`src/rtl/serial_bit_tx_if.sv`:
```
// Load/ready handshake bundle for the serial bit transmitter.
// The master supplies words; the slave (transmitter) reports its status.
interface serial_bit_tx_if #(
  parameter int DATA_W = 8
);
  logic [DATA_W-1:0] data_in;
  logic              load;
  logic              ready;
  logic              busy;
  logic              done;

  modport master (output data_in, load, input ready, busy, done);
  modport slave  (input data_in, load, output ready, busy, done);
endinterface

```
`src/rtl/serial_bit_tx.sv`:
```
// Parallel-to-serial transmitter: start bit, DATA_W data bits LSB first, stop bit,
// each bit held CLKS_PER_BIT clocks. All outputs come straight from registers.
//
// state | meaning
// IDLE  | line high, ready for a word
// START | start bit (low) on the line
// DATA  | data bits shifting out LSB first
// STOP  | stop bit (high) on the line
module serial_bit_tx #(
  parameter int DATA_W       = 8,
  parameter int CLKS_PER_BIT = 4
) (
  input  logic            clk,
  input  logic            reset,
  serial_bit_tx_if.slave  bus,
  output logic            tx
);
  localparam int CW = (CLKS_PER_BIT > 1) ? $clog2(CLKS_PER_BIT) : 1;
  localparam int BW = (DATA_W > 1) ? $clog2(DATA_W) : 1;

  typedef enum logic [1:0] {IDLE, START, DATA, STOP} state_t;

  state_t            state;
  logic [CW-1:0]     clk_cnt;
  logic [BW-1:0]     bit_cnt;
  logic [DATA_W-1:0] shreg;
  logic              ready_q;
  logic              busy_q;
  logic              done_q;

  logic              last_clk;
  logic [DATA_W-1:0] sh_next;

  assign last_clk = (clk_cnt == CW'(CLKS_PER_BIT - 1));
  assign sh_next  = shreg >> 1;

  assign bus.ready = ready_q;
  assign bus.busy  = busy_q;
  assign bus.done  = done_q;

  // Async reset drives tx high immediately, abandoning any frame in flight.
  always_ff @(posedge clk or posedge reset) begin
    if (reset) begin
      state   <= IDLE;
      clk_cnt <= '0;
      bit_cnt <= '0;
      shreg   <= '0;
      tx      <= 1'b1;
      ready_q <= 1'b1;
      busy_q  <= 1'b0;
      done_q  <= 1'b0;
    end else begin
      done_q <= 1'b0;
      case (state)
        IDLE: begin
          if (bus.load) begin
            shreg   <= bus.data_in;
            clk_cnt <= '0;
            bit_cnt <= '0;
            tx      <= 1'b0;
            ready_q <= 1'b0;
            busy_q  <= 1'b1;
            state   <= START;
          end
        end
        START: begin
          if (last_clk) begin
            clk_cnt <= '0;
            tx      <= shreg[0];
            state   <= DATA;
          end else begin
            clk_cnt <= clk_cnt + CW'(1);
          end
        end
        DATA: begin
          if (last_clk) begin
            clk_cnt <= '0;
            if (bit_cnt == BW'(DATA_W - 1)) begin
              tx    <= 1'b1;
              state <= STOP;
            end else begin
              bit_cnt <= bit_cnt + BW'(1);
              shreg   <= sh_next;
              tx      <= sh_next[0];
            end
          end else begin
            clk_cnt <= clk_cnt + CW'(1);
          end
        end
        STOP: begin
          if (last_clk) begin
            clk_cnt <= '0;
            bit_cnt <= '0;
            ready_q <= 1'b1;
            busy_q  <= 1'b0;
            done_q  <= 1'b1;
            state   <= IDLE;
          end else begin
            clk_cnt <= clk_cnt + CW'(1);
          end
        end
        default: begin
          tx      <= 1'b1;
          ready_q <= 1'b1;
          busy_q  <= 1'b0;
          state   <= IDLE;
        end
      endcase
    end
  end
endmodule

```
`src/flat_wrapper.sv`:
```
// flat-port wrapper written by rule: the top's interface ports become plain ports
module serial_bit_tx_flat 
#(
  parameter int DATA_W       = 8,
  parameter int CLKS_PER_BIT = 4
)
  (clk, reset, tx, bus_data_in, bus_load, bus_ready, bus_busy, bus_done);
  serial_bit_tx_if #(.DATA_W(DATA_W)) bus_i ();
  input  logic clk;
  input  logic reset;
  output logic tx;
  input wire logic [$bits(bus_i.data_in)-1:0] bus_data_in;
  input wire logic [$bits(bus_i.load)-1:0] bus_load;
  output wire logic [$bits(bus_i.ready)-1:0] bus_ready;
  output wire logic [$bits(bus_i.busy)-1:0] bus_busy;
  output wire logic [$bits(bus_i.done)-1:0] bus_done;
  assign bus_i.data_in = bus_data_in;
  assign bus_i.load = bus_load;
  assign bus_ready = bus_i.ready;
  assign bus_busy = bus_i.busy;
  assign bus_done = bus_i.done;
  serial_bit_tx #(.DATA_W(DATA_W), .CLKS_PER_BIT(CLKS_PER_BIT)) u_core (.clk(clk), .reset(reset), .bus(bus_i), .tx(tx));
endmodule
```
`config.mk`:
```
export PLATFORM = sky130hd
export DESIGN_NAME = serial_bit_tx_flat
export DESIGN_NICKNAME = d
export VERILOG_FILES = /design/src/rtl/serial_bit_tx_if.sv /design/src/rtl/serial_bit_tx.sv /design/src/flat_wrapper.sv
export SDC_FILE = /design/constraint.sdc
export NUM_CORES = 1
export LEC_CHECK = 0
export BUFFER_PORTS_ARGS = -buffer_cell sky130_fd_sc_hd__buf_2
export CAP_MARGIN = 25
export CORE_ASPECT_RATIO = 0.7
export CORE_UTILIZATION = 55
export DETAILED_ROUTE_END_ITERATION = 16
export PLACE_DENSITY = 0.83
export SLEW_MARGIN = 20
export SYNTH_ARGS = -nofsm -noshare
export SYNTH_HDL_FRONTEND = slang
export SYNTH_SLANG_ARGS = --single-unit
```
`constraint.sdc`:
```
create_clock -name clk -period 2.6 [get_ports clk]
set_clock_uncertainty 0.1 [all_clocks]
set_input_delay 0.13 -clock clk [delete_from_list [all_inputs] [get_ports clk]]
set_output_delay 0.13 -clock clk [all_outputs]
set_load 0.01 [all_outputs]
```
==> results_dict.tcl <==
set metrics [dict create \
    core_um2 1871 \
    finalNetCount 137 \
    clock_latency_ns 0.31 \
    syn_area_per_cell_um2 11.66 \
    worstPathMaxFanout 8 \
    crit_top_cell "ha_1" \
    cap_violations 0 \
    hold_violations 0 \
    gp_congestion 0.8665 \
    fin_cells 136 \
    ys_warn_count 0 \
    clock_path_buffers 2 \
    power_density_nw_per_um2 1138 \
    worstHoldStart "bus_load" \
    critical-path-top-delay-family "compound AO/OA/AOI/OAI gates" \
    regArea_um2 478.0 \
    design.die.area_um2 2178 \
    worst_pin_slew_ns 0.6932 \
    outcome "finished clean" \
    htree_levels 1 \
    grt_pass1_vias 791 \
    cts.sinks 19 \
    setup_viol 0 \
    syn_area_um2 1096 \
    dp_hpwl_um 1568 \
    cp_num_buf_inv 0 \
    port_buffers 14 \
    setup_tns_ns 0 \
    criticalPathCategory "reg -> reg" \
    ant_nets 0 \
    first_iter_violations 17 \
    start_util 0.5860 \
    wirelength_um 2082 \
    worst_path_max_delay_cell "a211oi_4" \
    ys_types 30 \
    placed_cells 130 \
    cp-startpoint "u_core.bit_cnt[0]$_DFFE_PP0P_" \
    grt_max_degree 20 \
    cts_tree "yes" \
    required_ns 2.69 \
    antenna_found_initial 0 \
    chipHeight_um 39.35 \
    vias 781 \
    ir_drop_mv 0.8072 \
    multi_input_area_um2 584.3 \
    diodes 0 \
    min_path_type "in -> reg" \
    drive_gt1_frac 0.3509 \
    critPathCaptureType "flip-flop" \
    reg2reg_from "u_core.bit_cnt[0]$_DFFE_PP0P_" \
    p_leak_uw 0.0005926 \
    dieWidth_um 55.36 \
    seq_area_frac_synth 0.4361 \
    max_stage_delay_ns 0.49 \
    synthCells 94 \
    slew_violations 0 \
    grt_pass1_wl_um 3636 \
    syn-num-nets 116 \
    startpoint_type "flip-flop" \
    numCtsBuffers 3 \
    max_slew_margin 0.5373 \
    worstPathArrival_ns 2.24 \
    post-cts-setup-buffers 0 \
    final_cell_mix "mux2_2, dfrtp_1, buf_2" \
    ioPinCount 15 \
    cts-root-buf "clkbuf_4" \
    ys_ff_latch 19 \
    crit_chain "ha_1, ha_1, nand2b_1, a211oi_4, mux2_2" \
    avgViaCountPerCell 5.743 \
    post-route-drc-count 0 \
    path_clk_slew_ns 0.12 \
    wire_per_inst_um 15.31 \
    fmax_mhz 466.3 \
    fin_crit_ns 2.144 \
    overflow 0 \
    grt_setup_unrepaired "no" \
    syn_to_final_growth_pct 13.24 \
    core.rowCount 13 \
    grt_util_all_layers 0.2325 \
    fillers 149 \
    final.period_utilization 0.8248 \
    firstDrtPassIters 4 \
]
-- flip-flops by register name, summed over array words and instances (netlist names) --
signal and count:
u_core.shreg 8, u_core.bit_cnt 3, u_core.clk_cnt 2, u_core.state 2
u_core.bus.busy 1, u_core.bus.done 1, u_core.bus.ready 1, u_core.tx 1
-- worst paths after layout --
kind	endpoint	slack, ns	cells past startpoint
setup / recovery	u_core.shreg[2]$_DFFE_PP0P_	0.46	5
hold / removal	u_core.shreg[7]$_DFFE_PP0P_	0.04	3
setup reg to reg	u_core.shreg[2]$_DFFE_PP0P_	0.46	5
hold reg to reg	u_core.shreg[4]$_DFFE_PP0P_	0.42	1
max in group asynchronous	u_core.state[0]$_DFFE_PP0P_	1.57	3
min in group asynchronous	u_core.shreg[4]$_DFFE_PP0P_	0.38	3
-- cell usage after synthesis --
cell	count	area share
and4_1	1	0.0080
dfstp_2	2	0.048
nor2_1	2	0.0069
or4_1	1	0.0069
o31ai_1	2	0.014
and2b_4	1	0.0091
inv_1	7	0.024
nand3b_1	1	0.0069
o32ai_1	1	0.0080
a21oi_1	4	0.018
o21ai_0	2	0.0091
nand4b_1	1	0.0080
a22o_1	1	0.0080
nor4_1	1	0.0057
a211oi_4	1	0.018
nand3_1	1	0.0046
mux2_2	17	0.17
o2bb2ai_1	1	0.0080
a21boi_0	1	0.0069
nand4_1	1	0.0057
o21bai_1	1	0.0069
nand2_1	6	0.021
a21o_1	1	0.0069
o211ai_1	1	0.0069
ha_1	11	0.13
buf_4	1	0.0069
dfrtp_1	17	0.39
nor2b_1	1	0.0057
nand2b_1	5	0.029
and2_1	1	0.0057
-- per-layer routing --
metal | up-vias | GRT usage | part of all wire
li1 | 378 | - | -
met1 | 384 | 0.2869 | 0.49
met2 | 17 | 0.3946 | 0.46
met3 | 2 | 0.07261 | 0.047
met4 | 0 | 0.08125 | 0.0029
met5 | - | 0 | 0
-- cells by family after synthesis --
group / Yosys count / synth area share
and+or+nand+nor: 23 / 0.1222
DFF: 19 / 0.4361
muxes: 17 / 0.1747
AOI/OAI and AO/OA: 16 / 0.1107
adders and majority gates: 11 / 0.1256
buffers and inverters: 8 / 0.03083
-- worst reg2reg max path, delay by kind of cell (launching register included) --
kind | cells | cell delay [ns]
AO/OA/AOI/OAI | 1 | 0.49
adder cells (fa/ha/maj) | 2 | 0.43
flip-flops | 1 | 0.42
multiplexers | 1 | 0.40
AND/OR/NAND/NOR | 1 | 0.19
-- report_power, final --
group	switching, µW	internal (µW)
Sequential	81.5	424
Combinational	380	374
Clock	95.8	57.5
-- metrics by stage --
stage,setup slack (ns),total power (µW),utilization,instance area (µm²),hold WS [ns]
2_1_floorplan,0.7006,1084,-,1096,-0.02035
3_3_place_gp,0.5761,1215,0.6381,1194,0.1756
3_5_place_dp,0.4997,1262,0.6381,1194,0.1749
4_1_cts,0.4565,1425,0.6635,1241,0.02709
5_1_grt,0.3471,1529,0.6635,1241,0.04331
6_report,0.4556,1413,0.6635,1241,0.04485
-- final cells by class --
cell class | count | area share
clock buffers | 3 | 0.01815
multi-input cells | 67 | 0.4708
inverters | 7 | 0.02117
repair buffers | 17 | 0.07863
clock inverters | 1 | 0.004032
well taps | 22 | 0.02218
flip-flops and latches | 19 | 0.3851
-- what timing repair did --
| action | 4_1_cts | 5_1_grt |
|---|---|---|
| resized for setup | 0 | 0 |
| hold buffers | 2 | 0 |
| endpoints found under the hold margin | 18 | 0 |
No activity file was read; power rests on OpenSTA's default activity.
